## src/rtl/dp_ram_fifo_pkg.sv

```systemverilog
// Shared helpers for the dp_ram FIFO controller and its top-level wrapper.
//   ptr_w(depth)        : pointer width, index bits plus one wrap bit
//   addr_w(base, depth) : RAM address width able to hold base+depth-1
//   DEFAULT_*           : default geometry shared by controller and wrapper
package dp_ram_fifo_pkg;

  localparam int DEFAULT_DATA_WIDTH = 8;
  localparam int DEFAULT_RAM_DEPTH  = 8;
  localparam int DEFAULT_BASE_ADDR  = 0;

  function automatic int ptr_w(input int depth);
    return $clog2(depth) + 1;
  endfunction

  function automatic int addr_w(input int base, input int depth);
    int w;
    w = $clog2(base + depth);
    return (w < 1) ? 1 : w;
  endfunction

endpackage

```

## src/rtl/dp_ram_fifo_ptr.sv

```systemverilog
// Wrap-bit pointer counter used for both the write and the read side.
// Ports:
//   clk, n_rst : clock, asynchronous active-low reset
//   inc        : advance the pointer by one entry
//   clr        : synchronous clear to zero (wins over inc)
//   ptr        : {wrap bit, index}, PTR_W bits
module dp_ram_fifo_ptr
  import dp_ram_fifo_pkg::*;
#(
  parameter  int DEPTH = DEFAULT_RAM_DEPTH,
  localparam int PTR_W = ptr_w(DEPTH)
) (
  input  logic             clk,
  input  logic             n_rst,
  input  logic             inc,
  input  logic             clr,
  output logic [PTR_W-1:0] ptr
);

  logic [PTR_W-1:0] ptr_q;
  logic [PTR_W-1:0] ptr_d;

  // DEPTH is a power of two, so a plain binary increment wraps the index
  // DEPTH-1 -> 0 and carries into (toggles) the wrap bit.
  always_comb begin
    ptr_d = ptr_q;
    if (clr) begin
      ptr_d = '0;
    end else if (inc) begin
      ptr_d = ptr_q + PTR_W'(1);
    end
  end

  always_ff @(posedge clk or negedge n_rst) begin
    if (!n_rst) begin
      ptr_q <= '0;
    end else begin
      ptr_q <= ptr_d;
    end
  end

  assign ptr = ptr_q;

endmodule

```

## src/rtl/dp_ram_fifo_ctrl.sv

```systemverilog
// FIFO controller driving a dual-port RAM (sync write port, async read port).
// Upstream is a valid/ready push, downstream a show-ahead valid/ready pop.
// The controller owns pointers, occupancy and flags; the RAM holds payload.
//
// Handshake: a transfer happens on a rising edge where valid && ready are
// both 1; valid never depends on ready and ready never depends on valid.
//
// Ports:
//   clk, n_rst              clock, asynchronous active-low reset
//   flush                   synchronous clear of pointers and count
//   in_valid/in_ready/in_data     push side
//   out_valid/out_ready/out_data  pop side, out_data comes straight from RAM
//   count                   registered occupancy 0..RAM_DEPTH
//   ram_wr_en/ram_wr_addr/ram_data_in   RAM write port
//   ram_rd_en/ram_rd_addr/ram_data_out  RAM async read port
//   err_ovf/err_udf         sticky error flags, only when the macro
//                           DP_RAM_FIFO_CTRL_ERR_EN is defined
module dp_ram_fifo_ctrl
  import dp_ram_fifo_pkg::*;
#(
  parameter  int DATA_WIDTH = DEFAULT_DATA_WIDTH,
  parameter  int RAM_DEPTH  = DEFAULT_RAM_DEPTH,
  parameter  int BASE_ADDR  = DEFAULT_BASE_ADDR,
  localparam int PTR_W      = ptr_w(RAM_DEPTH),
  localparam int ADDR_W     = addr_w(BASE_ADDR, RAM_DEPTH)
) (
  input  logic                  clk,
  input  logic                  n_rst,
  input  logic                  flush,
  input  logic                  in_valid,
  output logic                  in_ready,
  input  logic [DATA_WIDTH-1:0] in_data,
  output logic                  out_valid,
  input  logic                  out_ready,
  output logic [DATA_WIDTH-1:0] out_data,
  output logic [PTR_W-1:0]      count,
  output logic                  ram_wr_en,
  output logic [ADDR_W-1:0]     ram_wr_addr,
  output logic [DATA_WIDTH-1:0] ram_data_in,
  output logic                  ram_rd_en,
  output logic [ADDR_W-1:0]     ram_rd_addr,
  input  logic [DATA_WIDTH-1:0] ram_data_out
`ifdef DP_RAM_FIFO_CTRL_ERR_EN
  ,
  output logic                  err_ovf,
  output logic                  err_udf
`endif
);

  localparam int IDX_W = PTR_W - 1;
  localparam logic [ADDR_W-1:0] BASE_A = ADDR_W'(BASE_ADDR);

  logic [PTR_W-1:0] wr_ptr;
  logic [PTR_W-1:0] rd_ptr;
  logic [PTR_W-1:0] count_q;
  logic [PTR_W-1:0] count_d;
  logic             full;
  logic             empty;
  logic             push;
  logic             pop;

  dp_ram_fifo_ptr #(.DEPTH(RAM_DEPTH)) u_wr_ptr (
    .clk   (clk),
    .n_rst (n_rst),
    .inc   (push),
    .clr   (flush),
    .ptr   (wr_ptr)
  );

  dp_ram_fifo_ptr #(.DEPTH(RAM_DEPTH)) u_rd_ptr (
    .clk   (clk),
    .n_rst (n_rst),
    .inc   (pop),
    .clr   (flush),
    .ptr   (rd_ptr)
  );

  // Same index with opposite wrap bits means the writer is a full lap ahead.
  assign empty = (wr_ptr == rd_ptr);
  assign full  = (wr_ptr[IDX_W-1:0] == rd_ptr[IDX_W-1:0]) &&
                 (wr_ptr[IDX_W] != rd_ptr[IDX_W]);

  // Both ready and valid depend only on state and flush, so a pop cannot
  // open room for a push in the same cycle, and flush drops both transfers.
  assign in_ready  = !full && !flush;
  assign out_valid = !empty && !flush;
  assign push      = in_valid && in_ready;
  assign pop       = out_valid && out_ready;

  // Tracks wr_ptr - rd_ptr without a subtractor on the output path.
  always_comb begin
    count_d = count_q;
    if (flush) begin
      count_d = '0;
    end else if (push && !pop) begin
      count_d = count_q + PTR_W'(1);
    end else if (pop && !push) begin
      count_d = count_q - PTR_W'(1);
    end
  end

  always_ff @(posedge clk or negedge n_rst) begin
    if (!n_rst) begin
      count_q <= '0;
    end else begin
      count_q <= count_d;
    end
  end

  assign count       = count_q;
  assign ram_wr_en   = push;
  assign ram_wr_addr = BASE_A + ADDR_W'(wr_ptr[IDX_W-1:0]);
  assign ram_data_in = in_data;
  assign ram_rd_en   = out_valid;
  assign ram_rd_addr = BASE_A + ADDR_W'(rd_ptr[IDX_W-1:0]);
  assign out_data    = ram_data_out;

`ifdef DP_RAM_FIFO_CTRL_ERR_EN
  logic err_ovf_q;
  logic err_ovf_d;
  logic err_udf_q;
  logic err_udf_d;

  // Flush clears the flags even if an illegal request is seen that cycle.
  always_comb begin
    err_ovf_d = err_ovf_q | (in_valid && full);
    err_udf_d = err_udf_q | (out_ready && empty);
    if (flush) begin
      err_ovf_d = 1'b0;
      err_udf_d = 1'b0;
    end
  end

  always_ff @(posedge clk or negedge n_rst) begin
    if (!n_rst) begin
      err_ovf_q <= 1'b0;
      err_udf_q <= 1'b0;
    end else begin
      err_ovf_q <= err_ovf_d;
      err_udf_q <= err_udf_d;
    end
  end

  assign err_ovf = err_ovf_q;
  assign err_udf = err_udf_q;
`endif

endmodule

```

## config.mk

```make
export PLATFORM = sky130hd
export DESIGN_NAME = dp_ram_fifo_ctrl
export DESIGN_NICKNAME = d
export VERILOG_FILES = /design/src/rtl/dp_ram_fifo_pkg.sv /design/src/rtl/dp_ram_fifo_ptr.sv /design/src/rtl/dp_ram_fifo_ctrl.sv
export SDC_FILE = /design/constraint.sdc
export NUM_CORES = 1
export LEC_CHECK = 0
export CORE_MARGIN = 5
export CORE_UTILIZATION = 43
export CTS_CLUSTER_DIAMETER = 80
export DETAILED_ROUTE_END_ITERATION = 10
export HOLD_SLACK_MARGIN = 0.06
export PLACE_DENSITY_LB_ADDON = 0.1
export SETUP_SLACK_MARGIN = 0.5
export SLEW_MARGIN = 25
export SYNTH_ARGS = -nofsm -noshare
export SYNTH_HDL_FRONTEND = slang
export SYNTH_SLANG_ARGS = --single-unit
export TNS_END_PERCENT = 30
```

## constraint.sdc

```tcl
create_clock -name clk -period 4.7 [get_ports clk]
set_input_delay 0.705 -clock clk [delete_from_list [all_inputs] [get_ports clk]]
set_output_delay 0.705 -clock clk [all_outputs]
set_load 0.01 [all_outputs]
```

# Word level (Yosys, flattened, before mapping)
# Cells that the tools add are included.
[word_totals]
ram_bits = 0
output_inout_bits = 30
latch_bits = 0
mem_count = 0
mem_bits_ro = 0
elab_cells = 32
ff_bits = 12
inputBits = 21
[classes]
order_cmp = 0
bitwise_logic = 0
reduce_logical = 15
eq_ne = 3
multipliers = 0
n_div = 0
n_addsub = 4
n_mux = 7
shift = 0
[op_table]
columns = ["op", "count"]
rows = [
  ["$mux 4", 7],
  ["$add 4x1->4 const B", 3],
  ["$logic_and 1x1->1", 7],
  ["$logic_not 1->1", 5],
  ["$eq 4x4->1", 1],
  ["$reduce_bool 2->1", 2],
  ["$sub 4x1->4 const B", 1],
  ["$eq 3x3->1", 1],
  ["$reduce_bool 3->1", 1],
  ["$ne 1x1->1", 1],
]

# Depth between registers and ports, before layout
[logic_depth]
ltp_word = 10
mapped_depth = 10
mapped_depth_nobuf = 9

# Cells and area by module
# Synthesis repeated with hierarchy kept, for this count alone.
[unflattened]
cells_unflattened = 91
hier_area_um2 = 925.9
[modules_own_cells]
columns = ["module", "seq_area_each_um2", "instances", "area_per_inst_um2", "cells_per_inst"]
rows = [
  ["dp_ram_fifo_ctrl", 100.1, 1, 540.5, 59],
  ["dp_ram_fifo_ptr", 100.1, 2, 192.7, 16],
]

# Worst setup path after synthesis
# No wires, ideal clock.
[synth_path]
path_kind = "input port to flip-flop"
from = "input flush"
to = "register count_q[3], in the netlist count[3]"
t_arrival_ns = 2.377
path_stages = 10
slack_ns = 2.219
n_path_buf = 1
required_time_ns = 4.596
setup_time_ns = 0.104
cell_sequence = "nand2b_1 -> a41oi_1 -> buf_4 -> nand2b_1 -> ha_1 -> a21o_1 -> a21oi_1 -> nand2_2 -> xor2_1 -> o311ai_1"
[synth_between]
elab_cells_between_ends = 12
cone_classes = "2 x mux; 10 x reduce/logical"
[synth_rtl]
columns = ["item", "line", "source"]
rows = [
  ["start, declared", "dp_ram_fifo_ctrl.sv:29", "input logic flush,"],
  ["$logic_not 1->1 *", "dp_ram_fifo_ctrl.sv:85", "assign in_ready = !full && !flush;"],
  ["$logic_and 1x1->1 *", "dp_ram_fifo_ctrl.sv:85", ""],
  ["$logic_and 1x1->1 *", "dp_ram_fifo_ctrl.sv:87", "assign push = in_valid && in_ready;"],
  ["net ram_wr_en", "dp_ram_fifo_ctrl.sv:37", "output logic ram_wr_en,"],
  ["$logic_and 1x1->1 / $logic_not 1->1 (equally long branches)", "dp_ram_fifo_ctrl.sv:95, dp_ram_fifo_ctrl.sv:97", ""],
  ["$mux 4 / $logic_and 1x1->1 (equally long branches)", "dp_ram_fifo_ctrl.sv:95, dp_ram_fifo_ctrl.sv:97", ""],
  ["$mux 4 / $reduce_bool 3->1 (equally long branches)", "--", ""],
  ["end signal, assigned", "dp_ram_fifo_ctrl.sv:106", "count_q <= count_d;"],
  ["end, declared", "dp_ram_fifo_ctrl.sv:55", "logic [PTR_W-1:0] count_q;"],
]
# The timed path passes the listed nets; every way through them passes the cells marked *.
# A chain may end at the register's enable or synchronous reset.

# Final worst setup path
[layout_path]
from = "input flush"
to = "output ram_wr_en"
[layout_between]
elab_chain_len = 3
[layout_lines]
columns = ["item", "line"]
rows = [
  ["$logic_not 1->1", "dp_ram_fifo_ctrl.sv:85"],
  ["$logic_and 1x1->1", "dp_ram_fifo_ctrl.sv:85"],
  ["$logic_and 1x1->1", "dp_ram_fifo_ctrl.sv:87"],
  ["end, declared", "dp_ram_fifo_ctrl.sv:37"],
]
# No other way between the ends.

==> metrics.txt <==
worst setup path class input pin to output pin; CTS buffer count 3; Flop pwr share a little over a third; final net count 126; first-pass GRT wire length around 3000 um; largest net degree at the start of global routing 18; via-per-instance ratio around 5.0; CTS Hold Bufs 0; Worst Path Arrival roughly 2.7 ns; Die W approximately 60 um; register area share after synthesis 29.9%; Die Span Y 58.3 um; GPL Wtd Cong ~0.7; Total Neg Setup Slack 0 ns; all-layer global routing usage 11.4%; Iteration-0 DRC Markers 15; Worst Tran Pin Value about 0.63 ns; combinational share of power between 40% and 50%; latest clock arrival within the worst-skew pair 0.27 ns; Die ar. 3400 um^2; post-synth cell types 30; clk slew on worst S/H paths roughly 0.08 ns; Clock Path Buffers 2; mapped cell area 1000 um^2; hpwl dp around 1400 um; total congestion overflow 0; Max Cap Viol 0; antenna violations before repair 0; Via Count about 630; Avg Cell Area, Syn approximately 10 um^2; TritonCTS Sinks 12; Pwr Total 416 uW; Area contributors post-synth dfrtp_1 (30%), buf_4 (18%), xor2_1 (6.1%), ha_1 (5.0%), mux2_4 (4.5%); Fmax achieved 297 MHz; First-pass DRT Iterations 2; internal power around 280 uW; Setup crit end kind output pin; synth warn 0; final hold vios 0; PnR worst setup slack 1.33 ns; row cnt 17; worst clock skew 0.00504 ns; area grow syn2layout 7.48%; crit path max fanout 17; relative slew slack 57.9%; largest area contributor in the synthesized netlist dfrtp_1; Synth top area share around 30%; P_leak between 0.0004 and 0.0005 uW; CTS tree built; net switching power between 100 and 150 uW; RSZ-0062 raised after global routing no; share of layout cells above drive strength 1 16.2%; minimum clock period between 3 and 4 ns; Post-CTS Resized 0; pre-CTS setup slack between 1 and 1.5 ns; CTS H-tree depth 1; CTS root buffer clkbuf_4; Hold WS between 0.5 and 0.6 ns; vias in the first global route between 600 and 700; status completed; drt drc 0; Net Count, Synth about 130; Max VDD drop around 0.18 mV; Max Slew Vio Count 0; pwr dens between 300 and 400 nW/um^2; # diodes 0; postcts setup bufs 0; flops & latches, synth 12; CP Data Required Time between 3 and 4 ns; crit share post-route between 70% and 80%; clock share of power between 15 and 20%; setup violators final 0; sw frac roughly a third; ANT nets after route 0; Gate Count Post-Synth between 100 and 150; PortBufs 18; DR WL/cell ~14 um; total wire length about 1700 um; Worst Hold Class flip-flop to flip-flop; CORE AREA roughly 2200 um^2; io pins 51; Starting Density a little under half; crit start category input pin
-- cell families after synthesis --
group           Yosys count  share of synthesized area (%)
simple gates             29                           17.0
buf+inv                  28                           19.5
flops                    12                           29.9
compound gates           11                           10.5
xor+xnor                 11                           9.60
mux                       5                           6.61
fa+ha+maj                 5                           6.98
-- critical path: stages --
cell and delay [ns]:
clkdlybuf4s50_1 0.73, nand2b_1 0.30, a41oi_1 0.16, buf_4 0.20, clkdlybuf4s50_1 0.55
-- cells in the mapped netlist (all sizes together) --
library cell and instances:
inv 3, nand2 7, ha 4, o311ai 1
mux2 4, nand4 2, xor2 7, a31oi 2
or2 1, a41oi 2, o21ai 2, dfrtp 12
xnor2 4, nand2b 6, nand3b 1, clkbuf 1
a21oi 3, and3 1, nand3 2, a21o 1
nor2 8, mux2i 1, fa 1, buf 24
nor4b 1
-- state kept, by name, summed over array words and instances (netlist names) --
register / count
u_rd_ptr.ptr: 4
u_wr_ptr.ptr: 4
count: 4
-- metal layers --
| metal | vias up | routed length, um | GRT usage [%] |
|---|---|---|---|
| met3 | 2 | 181 | 6.14 |
| met5 | - | 0 | 0 |
| met1 | 297 | 763 | 13.2 |
| li1 | 310 | - | - |
| met4 | 0 | 10 | 3.31 |
| met2 | 22 | 789 | 18.0 |
-- final cells by class --
type                            instances  area, um^2
Fill cell                             230        1130
Multi-Input combinational cell         61         508
Sequential cell                        12         300
Timing Repair Buffer                   19         188
Clock buffer                            4        36.3
Tap cell                               28        35.0
Inverter                                3        11.3
-- through the flow --
step | util, % | instance area (um^2) | instances
finish | 48.8 | 1080 | 127
global route | 48.8 | 1080 | 127
CTS | 48.8 | 1080 | 127
detailed placement | 47.1 | 1040 | 123
global placement | 47.1 | 1040 | 123
floorplan | - | 1000 | 101
-- path summary, 6_finish.rpt --
kind | startpoint | to | slack [ns] | cells after the start
worst max-delay path | flush | ram_wr_en | 1.33 | 5
worst min-delay path | count[2] | count[2] | 0.56 | 1
worst max register to register | u_rd_ptr.ptr[1] | count[3] | 2.06 | 9
worst min register to register | count[2] | count[2] | 0.56 | 1
max in group asynchronous | n_rst | count[1] | 3.55 | 1
min in group asynchronous | n_rst | u_rd_ptr.ptr[1] | 0.79 | 1
-- cell usage in the layout, fill, tap and decap left out, types with 2 or more instances in the layout --
cell type / n
xnor2_1: 4
xor2_1: 7
nand2b_1: 6
mux2_4: 3
nand4_1: 2
nand2_1: 6
a21oi_1: 3
clkdlybuf4s50_1: 18
dfrtp_1: 12
nor2_1: 8
o21ai_0: 2
clkbuf_4: 3
inv_1: 3
ha_1: 4
-- power groups by stage --
stage | clock [uW] | combinational (uW) | sequential (uW)
2_1_floorplan | 0 | 142 | 149
3_3_place_gp | 0 | 190 | 148
3_5_place_dp | 0 | 191 | 148
4_1_cts | 86.3 | 192 | 147
5_1_grt | 90.9 | 211 | 150
6_report | 81.0 | 189 | 146
Power figures use the tool's default switching activity.
